[src/rtl/arp_pkg.sv]
// Shared definitions for the ARP transmit scheduler: frame constants,
// opcodes, FSM encodings, frame-kind encoding and default addresses.
// No ports (package).
package arp_pkg;

  localparam int unsigned ARP_FRAME_LEN = 46;
  localparam int unsigned IP_W          = 32;

  localparam logic [15:0] ARP_OP_REQ   = 16'd1;
  localparam logic [15:0] ARP_OP_REPLY = 16'd2;

  localparam logic [IP_W-1:0] DEFAULT_SRC_IP = {8'd192, 8'd168, 8'd10, 8'd1};

  typedef enum logic [1:0] {Q_IDLE, Q_SEND, Q_WAIT} q_state_e;
  typedef enum logic [1:0] {T_IDLE, T_LOAD, T_FIRE, T_BUSY} t_state_e;

  // What the frame in flight is, so the right trigger fires and the
  // query engine hears about the end of its own request frames only.
  typedef enum logic [1:0] {K_REPLY, K_QUERY, K_GRAT} tx_kind_e;

  function automatic logic [15:0] kind_to_op(input tx_kind_e kind);
    return (kind == K_REPLY) ? ARP_OP_REPLY : ARP_OP_REQ;
  endfunction

endpackage

[src/rtl/arp_query_engine.sv]
// Address-resolution query engine: accepts one query at a time, asks the
// tx FSM for request frames, times the wait for a reply after each frame
// and retries, then reports done or fail.
// Ports:
//   i_clk, i_rst_n            clock, async active-low reset
//   i_query_valid/i_query_ip  query from the IP layer
//   o_query_ready             idle, query accepted on valid && ready
//   o_query_done/o_query_fail one-cycle result pulses
//   i_resolved_valid/_ip      reply seen by the receive path
//   o_send_pend_c             a request frame is wanted (combinational)
//   o_query_ip                IP being resolved
//   i_grant                   tx FSM has taken the request
//   i_req_frame_done          the granted request frame has ended
module arp_query_engine
  import arp_pkg::*;
#(
  parameter logic [31:0] P_RETRY_CYCLES = 32'd125_000_000,
  parameter logic [3:0]  P_MAX_RETRY    = 4'd3
) (
  input  logic            i_clk,
  input  logic            i_rst_n,
  input  logic            i_query_valid,
  input  logic [IP_W-1:0] i_query_ip,
  output logic            o_query_ready,
  output logic            o_query_done,
  output logic            o_query_fail,
  input  logic            i_resolved_valid,
  input  logic [IP_W-1:0] i_resolved_ip,
  output logic            o_send_pend_c,
  output logic [IP_W-1:0] o_query_ip,
  input  logic            i_grant,
  input  logic            i_req_frame_done
);

  q_state_e        state_q, state_d;
  logic [IP_W-1:0] ip_q, ip_d;
  logic [31:0]     timer_q, timer_d;
  logic [3:0]      retry_q, retry_d;
  logic            granted_q, granted_d;
  logic            ready_q, ready_d;
  logic            done_q, done_d;
  logic            fail_q, fail_d;
  logic            resolved_c;
  logic            timeout_c;

  always_ff @(posedge i_clk or negedge i_rst_n) begin
    if (!i_rst_n) begin
      state_q   <= Q_IDLE;
      ip_q      <= '0;
      timer_q   <= '0;
      retry_q   <= '0;
      granted_q <= 1'b0;
      ready_q   <= 1'b1;
      done_q    <= 1'b0;
      fail_q    <= 1'b0;
    end else begin
      state_q   <= state_d;
      ip_q      <= ip_d;
      timer_q   <= timer_d;
      retry_q   <= retry_d;
      granted_q <= granted_d;
      ready_q   <= ready_d;
      done_q    <= done_d;
      fail_q    <= fail_d;
    end
  end

  // Next state; a matching resolution is checked before the timeout so it wins a tie.
  always_comb begin
    state_d    = state_q;
    ip_d       = ip_q;
    timer_d    = timer_q;
    retry_d    = retry_q;
    granted_d  = granted_q;
    done_d     = 1'b0;
    fail_d     = 1'b0;
    resolved_c = i_resolved_valid && (i_resolved_ip == ip_q);
    timeout_c  = (timer_q == P_RETRY_CYCLES - 32'd1);
    case (state_q)
      Q_IDLE: begin
        if (i_query_valid && ready_q) begin
          ip_d      = i_query_ip;
          retry_d   = 4'd0;
          granted_d = 1'b0;
          state_d   = Q_SEND;
        end
      end
      Q_SEND: begin
        if (i_grant) granted_d = 1'b1;
        if (resolved_c) begin
          done_d  = 1'b1;
          state_d = Q_IDLE;
        end else if (granted_q && i_req_frame_done) begin
          timer_d = 32'd0;
          state_d = Q_WAIT;
        end
      end
      Q_WAIT: begin
        if (resolved_c) begin
          done_d  = 1'b1;
          state_d = Q_IDLE;
        end else if (timeout_c) begin
          if (retry_q < P_MAX_RETRY) begin
            retry_d   = retry_q + 4'd1;
            granted_d = 1'b0;
            state_d   = Q_SEND;
          end else begin
            fail_d  = 1'b1;
            state_d = Q_IDLE;
          end
        end else begin
          timer_d = timer_q + 32'd1;
        end
      end
      default: state_d = Q_IDLE;
    endcase
    ready_d = (state_d == Q_IDLE);
  end

  assign o_send_pend_c = (state_q == Q_SEND) && !granted_q;
  assign o_query_ip    = ip_q;
  assign o_query_ready = ready_q;
  assign o_query_done  = done_q;
  assign o_query_fail  = fail_q;

endmodule

[src/rtl/arp_tx_ctrl.sv]
// ARP transmit scheduler: latches reply triggers, arbitrates replies,
// gratuitous announcements and query requests, loads the target IP into
// the frame transmitter, fires one trigger per frame and waits for its end.
// Optional feature macro: ARP_CTRL_GRATUITOUS_EN (gratuitous request after
// reset and on each local IP update; otherwise i_src_ip* are ignored).
// Ports:
//   i_clk, i_rst_n                 clock, async active-low reset
//   i_reply_req/i_reply_ip         reply trigger from the receive path
//   i_query_valid/i_query_ip       resolution query, o_query_ready handshake
//   o_query_done/o_query_fail      query result pulses
//   i_resolved_valid/i_resolved_ip reply seen by the receive path
//   i_src_ip/i_src_ip_valid        local IP update (optional feature)
//   o_dst_ip/o_dst_ip_valid        target IP load to the transmitter
//   o_trig_reply/o_active_req      frame trigger pulses
//   i_mac_last                     transmitter end of frame
module arp_tx_ctrl
  import arp_pkg::*;
#(
  parameter logic [31:0]     P_RETRY_CYCLES = 32'd125_000_000,
  parameter logic [3:0]      P_MAX_RETRY    = 4'd3,
  parameter logic [IP_W-1:0] P_SRC_IP       = DEFAULT_SRC_IP
) (
  input  logic            i_clk,
  input  logic            i_rst_n,
  input  logic            i_reply_req,
  input  logic [IP_W-1:0] i_reply_ip,
  input  logic            i_query_valid,
  input  logic [IP_W-1:0] i_query_ip,
  output logic            o_query_ready,
  output logic            o_query_done,
  output logic            o_query_fail,
  input  logic            i_resolved_valid,
  input  logic [IP_W-1:0] i_resolved_ip,
  input  logic [IP_W-1:0] i_src_ip,
  input  logic            i_src_ip_valid,
  output logic [IP_W-1:0] o_dst_ip,
  output logic            o_dst_ip_valid,
  output logic            o_trig_reply,
  output logic            o_active_req,
  input  logic            i_mac_last
);

  t_state_e        t_state_q, t_state_d;
  tx_kind_e        kind_q, kind_d;
  logic            reply_pend_q, reply_pend_d;
  logic [IP_W-1:0] reply_ip_q, reply_ip_d;
  logic [IP_W-1:0] dst_ip_q, dst_ip_d;
  logic            dst_ip_valid_q, dst_ip_valid_d;
  logic            trig_reply_q, trig_reply_d;
  logic            active_req_q, active_req_d;
  logic            reply_clr_c;
  logic            grat_clr_c;
  logic            grant_c;
  logic            req_frame_done_c;
  logic            send_pend_c;
  logic [IP_W-1:0] query_ip;
  logic            grat_pend;
  logic [IP_W-1:0] local_ip;

  arp_query_engine #(
    .P_RETRY_CYCLES (P_RETRY_CYCLES),
    .P_MAX_RETRY    (P_MAX_RETRY)
  ) u_query (
    .i_clk            (i_clk),
    .i_rst_n          (i_rst_n),
    .i_query_valid    (i_query_valid),
    .i_query_ip       (i_query_ip),
    .o_query_ready    (o_query_ready),
    .o_query_done     (o_query_done),
    .o_query_fail     (o_query_fail),
    .i_resolved_valid (i_resolved_valid),
    .i_resolved_ip    (i_resolved_ip),
    .o_send_pend_c    (send_pend_c),
    .o_query_ip       (query_ip),
    .i_grant          (grant_c),
    .i_req_frame_done (req_frame_done_c)
  );

`ifdef ARP_CTRL_GRATUITOUS_EN
  logic            init_done_q;
  logic            grat_pend_q, grat_pend_d;
  logic [IP_W-1:0] src_ip_q, src_ip_d;

  // Announce once right after reset release and again on every local IP change.
  always_comb begin
    grat_pend_d = grat_pend_q;
    src_ip_d    = src_ip_q;
    if (i_src_ip_valid) src_ip_d = i_src_ip;
    if (!init_done_q || i_src_ip_valid) grat_pend_d = 1'b1;
    else if (grat_clr_c)                grat_pend_d = 1'b0;
  end

  always_ff @(posedge i_clk or negedge i_rst_n) begin
    if (!i_rst_n) begin
      init_done_q <= 1'b0;
      grat_pend_q <= 1'b0;
      src_ip_q    <= P_SRC_IP;
    end else begin
      init_done_q <= 1'b1;
      grat_pend_q <= grat_pend_d;
      src_ip_q    <= src_ip_d;
    end
  end

  assign grat_pend = grat_pend_q;
  assign local_ip  = src_ip_q;
`else
  logic unused_src;
  assign unused_src = ^{i_src_ip, i_src_ip_valid, grat_clr_c};
  assign grat_pend  = 1'b0;
  assign local_ip   = P_SRC_IP;
`endif

  // Reply latch: latest IP wins, a new request beats a same-cycle clear.
  always_comb begin
    reply_pend_d = reply_pend_q;
    reply_ip_d   = reply_ip_q;
    if (i_reply_req) begin
      reply_pend_d = 1'b1;
      reply_ip_d   = i_reply_ip;
    end else if (reply_clr_c) begin
      reply_pend_d = 1'b0;
    end
  end

  always_ff @(posedge i_clk or negedge i_rst_n) begin
    if (!i_rst_n) begin
      t_state_q      <= T_IDLE;
      kind_q         <= K_REPLY;
      reply_pend_q   <= 1'b0;
      reply_ip_q     <= '0;
      dst_ip_q       <= P_SRC_IP;
      dst_ip_valid_q <= 1'b0;
      trig_reply_q   <= 1'b0;
      active_req_q   <= 1'b0;
    end else begin
      t_state_q      <= t_state_d;
      kind_q         <= kind_d;
      reply_pend_q   <= reply_pend_d;
      reply_ip_q     <= reply_ip_d;
      dst_ip_q       <= dst_ip_d;
      dst_ip_valid_q <= dst_ip_valid_d;
      trig_reply_q   <= trig_reply_d;
      active_req_q   <= active_req_d;
    end
  end

  // Tx FSM; outputs are computed one state early so they register into the state that owns them.
  always_comb begin
    t_state_d        = t_state_q;
    kind_d           = kind_q;
    dst_ip_d         = dst_ip_q;
    dst_ip_valid_d   = 1'b0;
    trig_reply_d     = 1'b0;
    active_req_d     = 1'b0;
    reply_clr_c      = 1'b0;
    grat_clr_c       = 1'b0;
    grant_c          = 1'b0;
    req_frame_done_c = 1'b0;
    case (t_state_q)
      T_IDLE: begin
        if (reply_pend_q) begin
          kind_d   = K_REPLY;
          dst_ip_d = reply_ip_q;
        end else if (grat_pend) begin
          kind_d   = K_GRAT;
          dst_ip_d = local_ip;
        end else if (send_pend_c) begin
          kind_d   = K_QUERY;
          dst_ip_d = query_ip;
          grant_c  = 1'b1;
        end
        if (reply_pend_q || grat_pend || send_pend_c) begin
          dst_ip_valid_d = 1'b1;
          t_state_d      = T_LOAD;
        end
      end
      T_LOAD: begin
        reply_clr_c  = (kind_q == K_REPLY);
        grat_clr_c   = (kind_q == K_GRAT);
        trig_reply_d = (kind_to_op(kind_q) == ARP_OP_REPLY);
        active_req_d = (kind_to_op(kind_q) == ARP_OP_REQ);
        t_state_d    = T_FIRE;
      end
      T_FIRE: t_state_d = T_BUSY;
      T_BUSY: begin
        if (i_mac_last) begin
          req_frame_done_c = (kind_q == K_QUERY);
          t_state_d        = T_IDLE;
        end
      end
      default: t_state_d = T_IDLE;
    endcase
  end

  assign o_dst_ip       = dst_ip_q;
  assign o_dst_ip_valid = dst_ip_valid_q;
  assign o_trig_reply   = trig_reply_q;
  assign o_active_req   = active_req_q;

endmodule

[config.mk]
export PLATFORM = sky130hd
export DESIGN_NAME = arp_tx_ctrl
export DESIGN_NICKNAME = d
export VERILOG_FILES = /design/src/rtl/arp_pkg.sv /design/src/rtl/arp_query_engine.sv /design/src/rtl/arp_tx_ctrl.sv
export SDC_FILE = /design/constraint.sdc
export NUM_CORES = 1
export LEC_CHECK = 0
export CORE_UTILIZATION = 54
export CTS_CLUSTER_DIAMETER = 60
export DETAILED_ROUTE_END_ITERATION = 8
export PLACE_DENSITY = 0.84
export REMOVE_ABC_BUFFERS = 1
export SYNTH_ARGS = -nofsm -noshare
export SYNTH_HDL_FRONTEND = slang
export SYNTH_SLANG_ARGS = --single-unit
export TNS_END_PERCENT = 5
[constraint.sdc]
create_clock -name i_clk -period 4.7 [get_ports i_clk]
set_input_delay 0.94 -clock i_clk [delete_from_list [all_inputs] [get_ports i_clk]]
set_output_delay 0.94 -clock i_clk [all_outputs]
set_load 0.03 [all_outputs]
-- Word-level counts from Yosys, hierarchy flattened
Index checks and enable logic that the tools add are counted.
- $add $sub $neg: 2
- $lt $le $gt $ge: 1
- eq/ne operators: 20
- multiplexer cells: 49
- reductions and logical operators: 22
- operator list (kind ; count):
    2-to-1 mux 32 bit ; 6
    one-hot mux 32 bit (2 select lines) ; 1
    adder 32 x 1 -> 32 bit, second input constant ; 1
    == test 32 x 27 -> 1 bit, second input constant ; 1
    == test 32 bit ; 1
    2-to-1 mux 1 bit ; 24
    2-to-1 mux 2 bit ; 10
    == test 16 x 2 -> 1 bit, second input constant ; 1
    2-to-1 mux 4 bit ; 4
    != test 2 bit, second input constant ; 6
    AND reduction 5 bit ; 2
    == test 2 x 1 -> 1 bit, second input constant ; 4
    logical NOT 2 bit ; 4
    != test 2 x 1 -> 1 bit, second input constant ; 4
    one-hot mux 2 bit (4 select lines) ; 1
    one-hot mux 4 bit (2 select lines) ; 1
    nonzero test 2 bit ; 4
    == test 2 bit, second input constant ; 3
    one-hot mux 2 bit (3 select lines) ; 1
    AND reduction 2 bit ; 3
    AND reduction 6 bit ; 1
    adder 4 x 1 -> 4 bit, second input constant ; 1
    logical AND 1 bit ; 4
    < comparator 4 x 2 -> 1 bit, second input constant ; 1
    5 further kinds ; 5
- bits in registers: 146
- output and inout bits: 38
- logic and storage cells: 110

-- Logic depth before layout (Yosys ltp)
Gate-level depths: netlist of the first run.
- depth after elaboration: 8
- gate-level depth with buffers: 9
- depth with buffers taken out: 8

-- By module
A second synthesis of the first run with hierarchy kept.
- cells, all modules: 674
- area total of the unflattened synthesis: 7353.3 µm²
- modules (own cells, without submodules) (module ; times used ; cells each ; area each (µm²) ; seq. area each (µm²)):
    arp_query_engine ; 1 ; 438 ; 4307.9 ; 1853.0
    arp_tx_ctrl ; 1 ; 236 ; 3045.4 ; 1786.7

-- Least setup slack after synthesis of the first run
OpenSTA, ideal clock, no wires.
- kind: input to register
- from: input port i_resolved_ip[30]
- to: register u_query.timer_q[8]
- arrival time: 2.393 ns
- required time: 4.576 ns
- path slack: 2.183 ns
- stages: 8
- buffers on the path: 2
- path through: xor2_1 > nor4b_1 > nand4_1 > nor3_2 > buf_2 > buf_2 > nor2_1 > a211o_1
- word-level cells in the longest chain between the ends: 4
- elaborated cells on any way between the ends: 5
- those cells by class: eq/ne (3); reduce/logical (2)
- ends and longest elaborated chain (element ; RTL line ; source):
    from (decl) ; arp_tx_ctrl.sv:33 ; input logic [IP_W-1:0] i_resolved_ip,
    == test 32 bit (*) ; arp_query_engine.sv:77 ; resolved_c = i_resolved_valid && (i_resolved_ip == ip_q);
    logical AND 1 bit (*) ; arp_query_engine.sv:77 ;
    != test 2 bit (no source line) ; n/a ;
    AND reduction 5 bit (no source line) (*) ; n/a ;
    to (signal assigned) ; arp_query_engine.sv:59 ; timer_q <= timer_d;
    to (decl) ; arp_query_engine.sv:37 ; logic [31:0] timer_q, timer_d;
Mark *: on every way between the ends. The rest lies on a longest branch, timed or not.
A chain may end at the register's enable or synchronous reset.

-- Final worst setup path of the first run
- from: register u_query.state_q[0]
- to: register u_query.timer_q[8]
- word-level cells in the longest chain between the ends: 3
- elaborated cells on any way between the ends: 9
- those cells by class: eq/ne (6); mux (1); reduce/logical (2)
- ends and longest elaborated chain (element ; RTL line ; source):
    from (decl) ; arp_query_engine.sv:35 ; q_state_e state_q, state_d;
    from (signal assigned) ; arp_query_engine.sv:57 ; state_q <= state_d;
    == test 2 x 1 -> 1 bit or == test 2 bit (tied branches) ; arp_query_engine.sv:79 ; case (state_q)
    != test 2 bit (no source line) (tied with other cells) ; n/a ;
    AND reduction 5 bit (no source line) ; n/a ;
Parallel ways exist; a longest one is shown, timed or not.

==> impl_metrics.json, run 1 <==
{
  "avgRoutedWirePerCell_um": 19.7,
  "cts_max_level": 4,
  "combPwrFrac": 0.390,
  "synthMuxAreaShare": 0.144,
  "core-area_um2": 13200,
  "num_vias": 6050,
  "gp_congestion": 0.874,
  "rows": 42,
  "hp-class": "register to register",
  "antenna_found_initial": 0,
  "ys_types": 54,
  "cts_tree": "done",
  "internal_power_mw": 3.35,
  "syn-mean-instance-area_um2": 10.7,
  "cpMaxStageDelayCell": "or3_1",
  "fillCellCount": 923,
  "cpPeakStageDelay_ps": 580,
  "synth_top_area_frac": 0.465,
  "start_util": 0.553,
  "clk_pin_slew_ps": 60,
  "start_kind": "register",
  "synth_top_family_by_area": "simple AND/OR/NAND/NOR gates",
  "switchingPower_mw": 2.07,
  "dr.first_iter.drc_count": 448,
  "worstPathMaxFanout": 33,
  "dieArea_um2": 14000,
  "path_cells": "inv_1 -> ha_1 -> buf_4 -> inv_1 -> a31oi_4 -> a21oi_1 -> or3_1 -> buf_4 -> a211o_1",
  "synth-xor-area-share": 0.0371,
  "clock_sinks": 145,
  "post_synth_and_or_nand_nor_area_fraction": 0.168,
  "dp_slack_ps": 1240,
  "cp_top_family": "buffers and inverters",
  "finalSetupViolCount": 0,
  "vias_per_cell": 6.00,
  "synth_warnings": 0,
  "grtUsageTotal": 0.292,
  "synth_compound_area_frac": 0.104,
  "clock_latency_ps": 420,
  "numCtsBuffers": 17,
  "fin_ws_ps": 1530,
  "hold_viol_final": 0,
  "path_class": "register to register",
  "synthFlopType": "dfrtp_1",
  "power_density_nw_per_um2": 574,
  "nets": 965,
  "power_frac_seq": 0.364,
  "grt_pass1_vias": 6125,
  "drv_slew": 0,
  "slew_headroom": 0.356,
  "port_buffers": 139,
  "crit_buf_inv": 4,
  "cap_violations": 0,
  "syn2layout_area_growth_pct": 29.1,
  "outcome": "complete, no violations",
  "cts-hold-fix-buffers": 0,
  "synth_top_area_cell": "dfrtp_1",
  "critical_path_required_ps": 5010,
  "crit_path_end_kind": "register",
  "fmax_ghz": 0.315,
  "cts.repair.resized": 0,
  "fin_hold_ws_ps": 484,
  "tightest_slew_ps": 958,
  "place.detailed.hpwl_mm": 13.7,
  "wirelength_mm": 19.9,
  "drc": 0,
  "peakVddDrop_v": 0.000345,
  "io_pins": 173,
  "clock-root-buffer": "clkbuf_16",
  "synth_edf_count": 0,
  "fin_setup_tns_ps": 0,
  "p_leak_nw": 4.06,
  "ys_ff_latch": 145,
  "grt_pass1_wl_mm": 31.4,
  "n_antenna_cell": 0,
  "ant_nets": 0,
  "first_pass_iters": 6,
  "overflow": 0,
  "grt_max_degree": 69,
  "die_h_um": 118,
  "grt_setup_unrepaired": "no",
  "syn-cell-area_um2": 7320,
  "ys_seq_area_frac": 0.497,
  "finalPower_mw": 5.42,
  "final_util": 0.714,
  "clockBufferDepth": 2,
  "drive_gt1_frac": 0.153,
  "cp.arrival_ps": 3480,
  "swShare": 0.382,
  "synthCells": 684,
  "fin_worst_skew_ps": 6.81,
  "finalCriticalPeriod_ps": 3170,
  "pwr-share-clk": 0.246,
  "yosys-top-cells-area": "dfrtp_1, mux2_2, mux2i_1",
  "cts_setup_buffers": 0,
  "fin_crit_sh": 0.675,
  "synth_fa_ha_area_frac": 0.0188,
  "die_w_um": 118,
  "ys_async_sr_fraction": 1.00
}
## worst paths after layout
path,from,endpoint,slack [ps],depth (start not counted)
max,u_query.state_q[0],u_query.timer_q[8],1530,9
min,o_dst_ip[12],o_dst_ip[12],480,2
max reg2reg,u_query.state_q[0],u_query.timer_q[8],1530,9
min reg2reg,o_dst_ip[12],o_dst_ip[12],480,2
max in group asynchronous,i_rst_n,o_dst_ip[30],3170,2
min in group asynchronous,i_rst_n,o_dst_ip_valid,520,1
## Yosys cell counts, types with 12 or more instances
cell / instances
mux2i_1: 33
o22a_1: 21
nand2_1: 86
dfrtp_1: 136
nand3_1: 22
inv_1: 18
nor2_1: 22
nor4_1: 23
xor2_1: 24
clkbuf_1: 19
mux2_2: 64
o21ai_0: 56
nor3_1: 12
## cell usage in the layout, fill, tap and decap left out, types with 4 or more instances in the layout
cell               n
nand4b_1           4
nand3_1           22
nand2_1           86
clkinv_2           5
and4_1             4
dfstp_2            9
nor2b_1            4
xor2_1            24
mux2_2            64
or4_1              8
buf_4             11
clkbuf_16         17
nor3_1            12
nor4b_1            7
nor2_1            22
a21o_1             4
o22a_1            21
o21ai_0           55
inv_1             18
and3_1             9
mux2i_1           33
and2_1             6
nor4_1            23
dfrtp_1          135
or3_1              5
xnor2_1            7
clkdlybuf4s50_1  138
nand4_1           11
a21oi_1            9
ha_1              11
## per-stage QoR
step | instances | cell area (um^2)
after floorplan | 650 | 7160
after global placement | 976 | 8870
after detailed placement | 976 | 8870
after CTS | 1008 | 9450
after global routing | 1008 | 9450
final | 1008 | 9450
## per-layer routing
layer	GRT usage	up-vias	wire, um
li1	-	2737	-
met1	0.350	2966	7780
met2	0.485	289	9700
met3	0.0927	58	1730
met4	0.127	0	652
met5	0	-	0
## tightest hold or removal path, cell delays in order, from the launching register on
cell	delay (ps)
dfrtp_1	350
nand2_1	50
o21ai_0	60
## cell families (layout without fill, tap and decap cells)
| group | count (synthesis) | after routing |
|---|---|---|
| AND/OR/NAND/NOR | 234 | 234 |
| buffers and inverters | 52 | 200 |
| XOR/XNOR | 31 | 31 |
| AO/OA/AOI/OAI | 114 | 114 |
| multiplexers | 97 | 97 |
| flip-flops | 145 | 145 |
| adder cells (fa/ha/maj) | 11 | 11 |
## sequential cells by signal, summed over array words and instances, names as in the netlist, 2 cells and up
| signal | count |
|---|---|
| reply_ip_q | 32 |
| u_query.o_query_ip | 32 |
| o_dst_ip | 32 |
| u_query.retry_q | 4 |
| t_state_q | 2 |
| u_query.state_q | 2 |
| u_query.timer_q | 32 |
## power by group through the flow
stage          combinational, mW  sequential, mW  clock [mW]
2_1_floorplan               1.02            2.20           0
3_3_place_gp                2.01            1.95           0
3_5_place_dp                2.09            1.98           0
4_1_cts                     2.11            1.96        1.34
5_1_grt                     2.27            2.02        1.39
6_report                    2.12            1.97        1.33
## area by class of cell
class	instances	area (um^2)	share of cell area
flip-flops and latches	145	3640	0.385
multi-input cells	487	3470	0.367
clock inverters	10	109	0.0115
inverters	18	67.6	0.00715
clock buffers	22	474	0.0502
repair buffers	150	1480	0.156
well taps	176	220	0.0233
Power figures use the tool's default switching activity.
==> run 2: changes to the inputs <==
--- a/config.mk
+++ b/config.mk
@@ -5,10 +5,10 @@
 export SDC_FILE = /design/constraint.sdc
 export NUM_CORES = 1
 export LEC_CHECK = 0
-export CORE_UTILIZATION = 54
+export CORE_UTILIZATION = 46
 export CTS_CLUSTER_DIAMETER = 60
 export DETAILED_ROUTE_END_ITERATION = 8
-export PLACE_DENSITY = 0.84
+export PLACE_DENSITY = 0.76
 export REMOVE_ABC_BUFFERS = 1
 export SYNTH_ARGS = -nofsm -noshare
 export SYNTH_HDL_FRONTEND = slang
==> constraint.sdc (replaced) <==
create_clock -name i_clk -period 2.9 [get_ports i_clk]
set_input_delay 0.58 -clock i_clk [delete_from_list [all_inputs] [get_ports i_clk]]
set_output_delay 0.58 -clock i_clk [all_outputs]
set_load 0.03 [all_outputs]
==> impl_metrics.json, run 2 (synthesized netlist as in run 1, its figures left out) <==
{
  "cts_setup_buffers": 0,
  "layout_common_cells": "clkdlybuf4s50_1, dfrtp_1, nand2_1",
  "clockBufferDepth": 2,
  "tightest_slew_ps": 629,
  "grt_setup_unrepaired": "no",
  "slew_headroom": 0.577,
  "final_area_um2": 9570,
  "crit_path_end_kind": "register",
  "layout_commonest_cell": "clkdlybuf4s50_1",
  "swShare": 0.387,
  "place.detailed.hpwl_mm": 13.6,
  "final_cell_count_no_fill": 1050,
  "io_pins": 173,
  "start_kind": "primary input",
  "finalSetupViolCount": 0,
  "worstPathMaxFanout": 24,
  "die_w_um": 128,
  "nets": 972,
  "drv_slew": 0,
  "hp-class": "primary input to async pin",
  "ant_nets": 0,
  "rr_worst_depth": 6,
  "reg2reg_from": "u_query.timer_q[0]",
  "path_class": "primary input to register",
  "placed_area_um2": 9000,
  "internal_power_mw": 5.40,
  "placedCellCount": 1018,
  "first_pass_iters": 5,
  "combPwrFrac": 0.402,
  "drc": 0,
  "fin_hold_ws_ps": 128,
  "pwr-share-clk": 0.240,
  "outcome": "complete, no violations",
  "fin_crit_sh": 0.827,
  "clk_pin_slew_ps": 60,
  "path_cells": "clkdlybuf4s50_1 -> xnor2_1 -> nor4b_1 -> nand4_1 -> nor3_4 -> buf_12 -> nor3_1 -> buf_4 -> o221ai_1",
  "wirelength_mm": 18.9,
  "clock_latency_ps": 430,
  "cts.repair.resized": 0,
  "fmax_ghz": 0.417,
  "core-area_um2": 15400,
  "power_frac_seq": 0.359,
  "avgRoutedWirePerCell_um": 18.0,
  "port_buffers": 139,
  "grt_max_degree": 66,
  "drive_gt1_frac": 0.161,
  "grt_pass1_vias": 6160,
  "rows": 45,
  "power_density_nw_per_um2": 919,
  "syn2layout_area_growth_pct": 30.8,
  "gp_congestion": 0.903,
  "crit_buf_inv": 3,
  "n_antenna_cell": 0,
  "critical_path_required_ps": 3240,
  "antenna_found_initial": 0,
  "peakVddDrop_v": 0.000565,
  "dieArea_um2": 16400,
  "switchingPower_mw": 3.40,
  "num_vias": 5860,
  "dr.first_iter.drc_count": 482,
  "cp.arrival_ps": 2740,
  "cts_max_level": 4,
  "cpPeakStageDelay_ps": 440,
  "start_util": 0.476,
  "cts-hold-fix-buffers": 0,
  "die_h_um": 128,
  "cap_violations": 0,
  "p_leak_nw": 4.10,
  "cpMaxStageDelayCell": "clkdlybuf4s50_1",
  "rrSetupSlack_ps": 520,
  "grtUsageTotal": 0.252,
  "hold_viol_final": 0,
  "cp_top_family": "simple AND/OR/NAND/NOR gates",
  "clock_sinks": 145,
  "numCtsBuffers": 17,
  "cts_tree": "done",
  "finalCriticalPeriod_ps": 2400,
  "grt_pass1_wl_mm": 31.9,
  "clock-root-buffer": "clkbuf_16",
  "vias_per_cell": 5.58,
  "rr_endpoint": "u_query.retry_q[0]",
  "overflow": 0,
  "fin_worst_skew_ps": 6.74
}
-- run 2: cell types whose count changed in the layout (fill, tap and decap cells not counted) --
cell,delta
clkbuf_8,-2
clkbuf_1,-1
inv_8,+1
buf_4,+4
buf_12,+3
bufinv_16,-1
clkinv_2,-3
clkinv_4,+3
inv_6,+3
-- run 2: worst reg2reg max path: cells and delay by family (launching register included) --
family                     cells  cell delay [ps]
AOI/OAI and AO/OA              1              230
and+or+nand+nor                4             1420
DFF                            1              420
adders and majority gates      1              250
-- run 2: per-layer routing --
metal	track usage	part of all wire	vias to the layer above
li1	-	-	2755
met1	0.303	0.40	2867
met2	0.418	0.49	210
met3	0.0889	0.088	28
met4	0.0913	0.019	0
met5	0	0	-
-- run 2: cell type report --
| cell class | instances | area (um^2) |
|---|---|---|
| Tap cell | 211 | 264 |
| Timing Repair Buffer | 157 | 1570 |
| Multi-Input combinational cell | 487 | 3470 |
| Fill cell | 1187 | 5800 |
| Clock inverter | 13 | 128 |
| Inverter | 18 | 67.6 |
| Clock buffer | 19 | 443 |
| Sequential cell | 145 | 3640 |
-- run 2: worst max path at each step --
stage / startpoint / endpoint / slack (ps) / cells past startpoint
floorplan: reply_pend_q / o_dst_ip[10] / -1760 / 2
global placement: i_resolved_ip[15] / u_query.timer_q[13] / 190 / 9
detailed placement: i_resolved_ip[15] / u_query.timer_q[13] / 70 / 9
CTS: i_resolved_ip[15] / u_query.timer_q[16] / 510 / 9
global route: u_query.timer_q[0] / u_query.timer_q[7] / 320 / 8
finish: i_resolved_ip[15] / u_query.timer_q[13] / 500 / 9
-- run 2: per-stage QoR --
step / worst slack (ps) / total power, mW / setup TNS, ps / util
floorplan: -1760 / 5.23 / -66560 / -
global placement: 194 / 6.55 / 0 / 0.586
detailed placement: 73.8 / 6.71 / 0 / 0.586
CTS: 509 / 8.85 / 0 / 0.623
global route: 315 / 9.31 / 0 / 0.623
finish: 500 / 8.80 / 0 / 0.623
-- run 2: power groups by stage --
stage	logic, mW	registers (mW)	clock network (mW)
CTS	3.55	3.16	2.14
global placement	3.41	3.14	0
global route	3.85	3.23	2.23
detailed placement	3.53	3.18	0
floorplan	1.66	3.57	0
finish	3.53	3.16	2.11
==> run 3: changes to the inputs <==
==> constraint.sdc (replaced) <==
create_clock -name i_clk -period 2.05 [get_ports i_clk]
set_input_delay 0.41 -clock i_clk [delete_from_list [all_inputs] [get_ports i_clk]]
set_output_delay 0.41 -clock i_clk [all_outputs]
set_load 0.03 [all_outputs]
==> impl_metrics.json, run 3 (synthesized netlist as in run 1, its figures left out) <==
{
  "outcome": "finished with violations",
  "violations": "negative setup slack",
  "clock_latency_ps": 430,
  "wirelength_mm": 21.8,
  "routed-wl-met2_mm": 10.7,
  "cts_tree": "done",
  "syn2layout_area_growth_pct": 47.0,
  "gp_congestion": 0.913,
  "avgRoutedWirePerCell_um": 18.8,
  "drv_slew": 0,
  "power_density_nw_per_um2": 1270,
  "port_buffers": 139,
  "num_vias": 6587,
  "vias_per_cell": 5.69,
  "fin_setup_tns_ps": -582,
  "numCtsBuffers": 17,
  "die_w_um": 128,
  "slew_headroom": 0.660,
  "tightest_slew_ps": 505,
  "fin_crit_sh": 1.03,
  "grtUsageTotal": 0.280,
  "rows": 45,
  "peakVddDrop_v": 0.000734,
  "drive_gt1_frac": 0.305,
  "top_layer": "met4",
  "hold_viol_final": 0,
  "finalCriticalPeriod_ps": 2110,
  "layout_commonest_cell": "dfrtp_1",
  "antenna_found_initial": 1,
  "grt_max_degree": 66,
  "start_util": 0.476,
  "ant_nets": 0,
  "wl_met1_mm": 8.47,
  "hp-class": "register to register",
  "p_leak_nw": 4.79,
  "place.detailed.hpwl_mm": 14.9,
  "drc": 0,
  "dp_slack_ps": -733,
  "die_h_um": 128,
  "crit_path_end_kind": "register",
  "grt_pass1_vias": 6889,
  "dieArea_um2": 16400,
  "fin_worst_skew_ps": 6.92,
  "nets": 1078,
  "finalPower_mw": 13.7,
  "path_class": "primary input to register",
  "overflow": 0,
  "clock_sinks": 145,
  "core-area_um2": 15400,
  "start_kind": "primary input",
  "critical_path_required_ps": 2400,
  "clockBufferDepth": 2,
  "io_pins": 173,
  "clk_pin_slew_ps": 60,
  "placed_area_um2": 9740,
  "finalSetupViolCount": 23,
  "final_area_um2": 10800,
  "layout_common_cells": "dfrtp_1, clkdlybuf4s50_1, buf_4",
  "fin_ws_ps": -62.3,
  "cts_max_level": 4,
  "fmax_ghz": 0.473,
  "cap_violations": 0,
  "clock-root-buffer": "clkbuf_16",
  "grt_setup_unrepaired": "yes",
  "worstPathMaxFanout": 12,
  "first_pass_iters": 7,
  "dr.first_iter.drc_count": 421,
  "cp.arrival_ps": 2460,
  "grt_pass1_wl_mm": 35.1,
  "routed-wl-met3_mm": 1.90
}
-- run 3: worst max-delay path, stage by stage --
cell and delay (ps):
clkdlybuf4s50_1 490, xor2_1 260, nor4_2 90, nand4b_1 160
nor3_4 80, buf_6 130, buf_16 140, or4_4 540
a22oi_2 160
-- run 3: what timing repair did --
action                                  CTS  global route
resized for setup                        49            32
endpoints found under the setup margin   45            41
buffers inserted                         11             1
endpoints found under the hold margin    43             0
pin swaps                                22             2
cloned                                    2             0
hold buffers                              1             0
-- run 3: layout make-up --
type | count | area [um^2]
fillers | 1071 | 4610
multi-input cells | 488 | 3750
flip-flops and latches | 145 | 3640
repair buffers | 262 | 2430
clock buffers | 20 | 467
well taps | 211 | 264
clock inverters | 12 | 131
inverters | 18 | 67.6
diodes | 1 | 2.50
-- run 3: path summary, 6_finish.rpt --
kind	from	endpoint	slack [ps]	cells past startpoint
setup / recovery	i_resolved_ip[26]	u_query.timer_q[16]	-60	9
hold reg to reg	o_dst_ip[2]	o_dst_ip[2]	480	2
min in group asynchronous	i_rst_n	t_state_q[1]	490	2
setup reg to reg	u_query.timer_q[0]	u_query.timer_q[17]	-50	8
max in group asynchronous	i_rst_n	o_dst_ip[9]	850	3
hold / removal	o_dst_ip[2]	o_dst_ip[2]	480	2
-- run 3: per-layer routing --
layer	global-route usage	up-vias
met5	0	-
met4	0.106	0
met3	0.0902	65
met2	0.480	330
met1	0.327	3232
li1	-	2960
-- run 3: stage by stage --
stage          utilization  hold WS [ps]  std cells
2_1_floorplan            -           114        650
5_1_grt              0.700           504       1157
3_5_place_dp         0.633           384       1109
3_3_place_gp         0.633           377       1109
6_report             0.700           475       1157
4_1_cts              0.691           482       1155
-- run 3: report_power, final --
part / internal, mW / leakage, nW / total, mW / switching, mW
logic: 2.87 / 2.70 / 6.06 / 3.19
registers: 3.77 / 1.80 / 4.50 / 0.731
clock network: 1.89 / 0.285 / 3.15 / 1.26
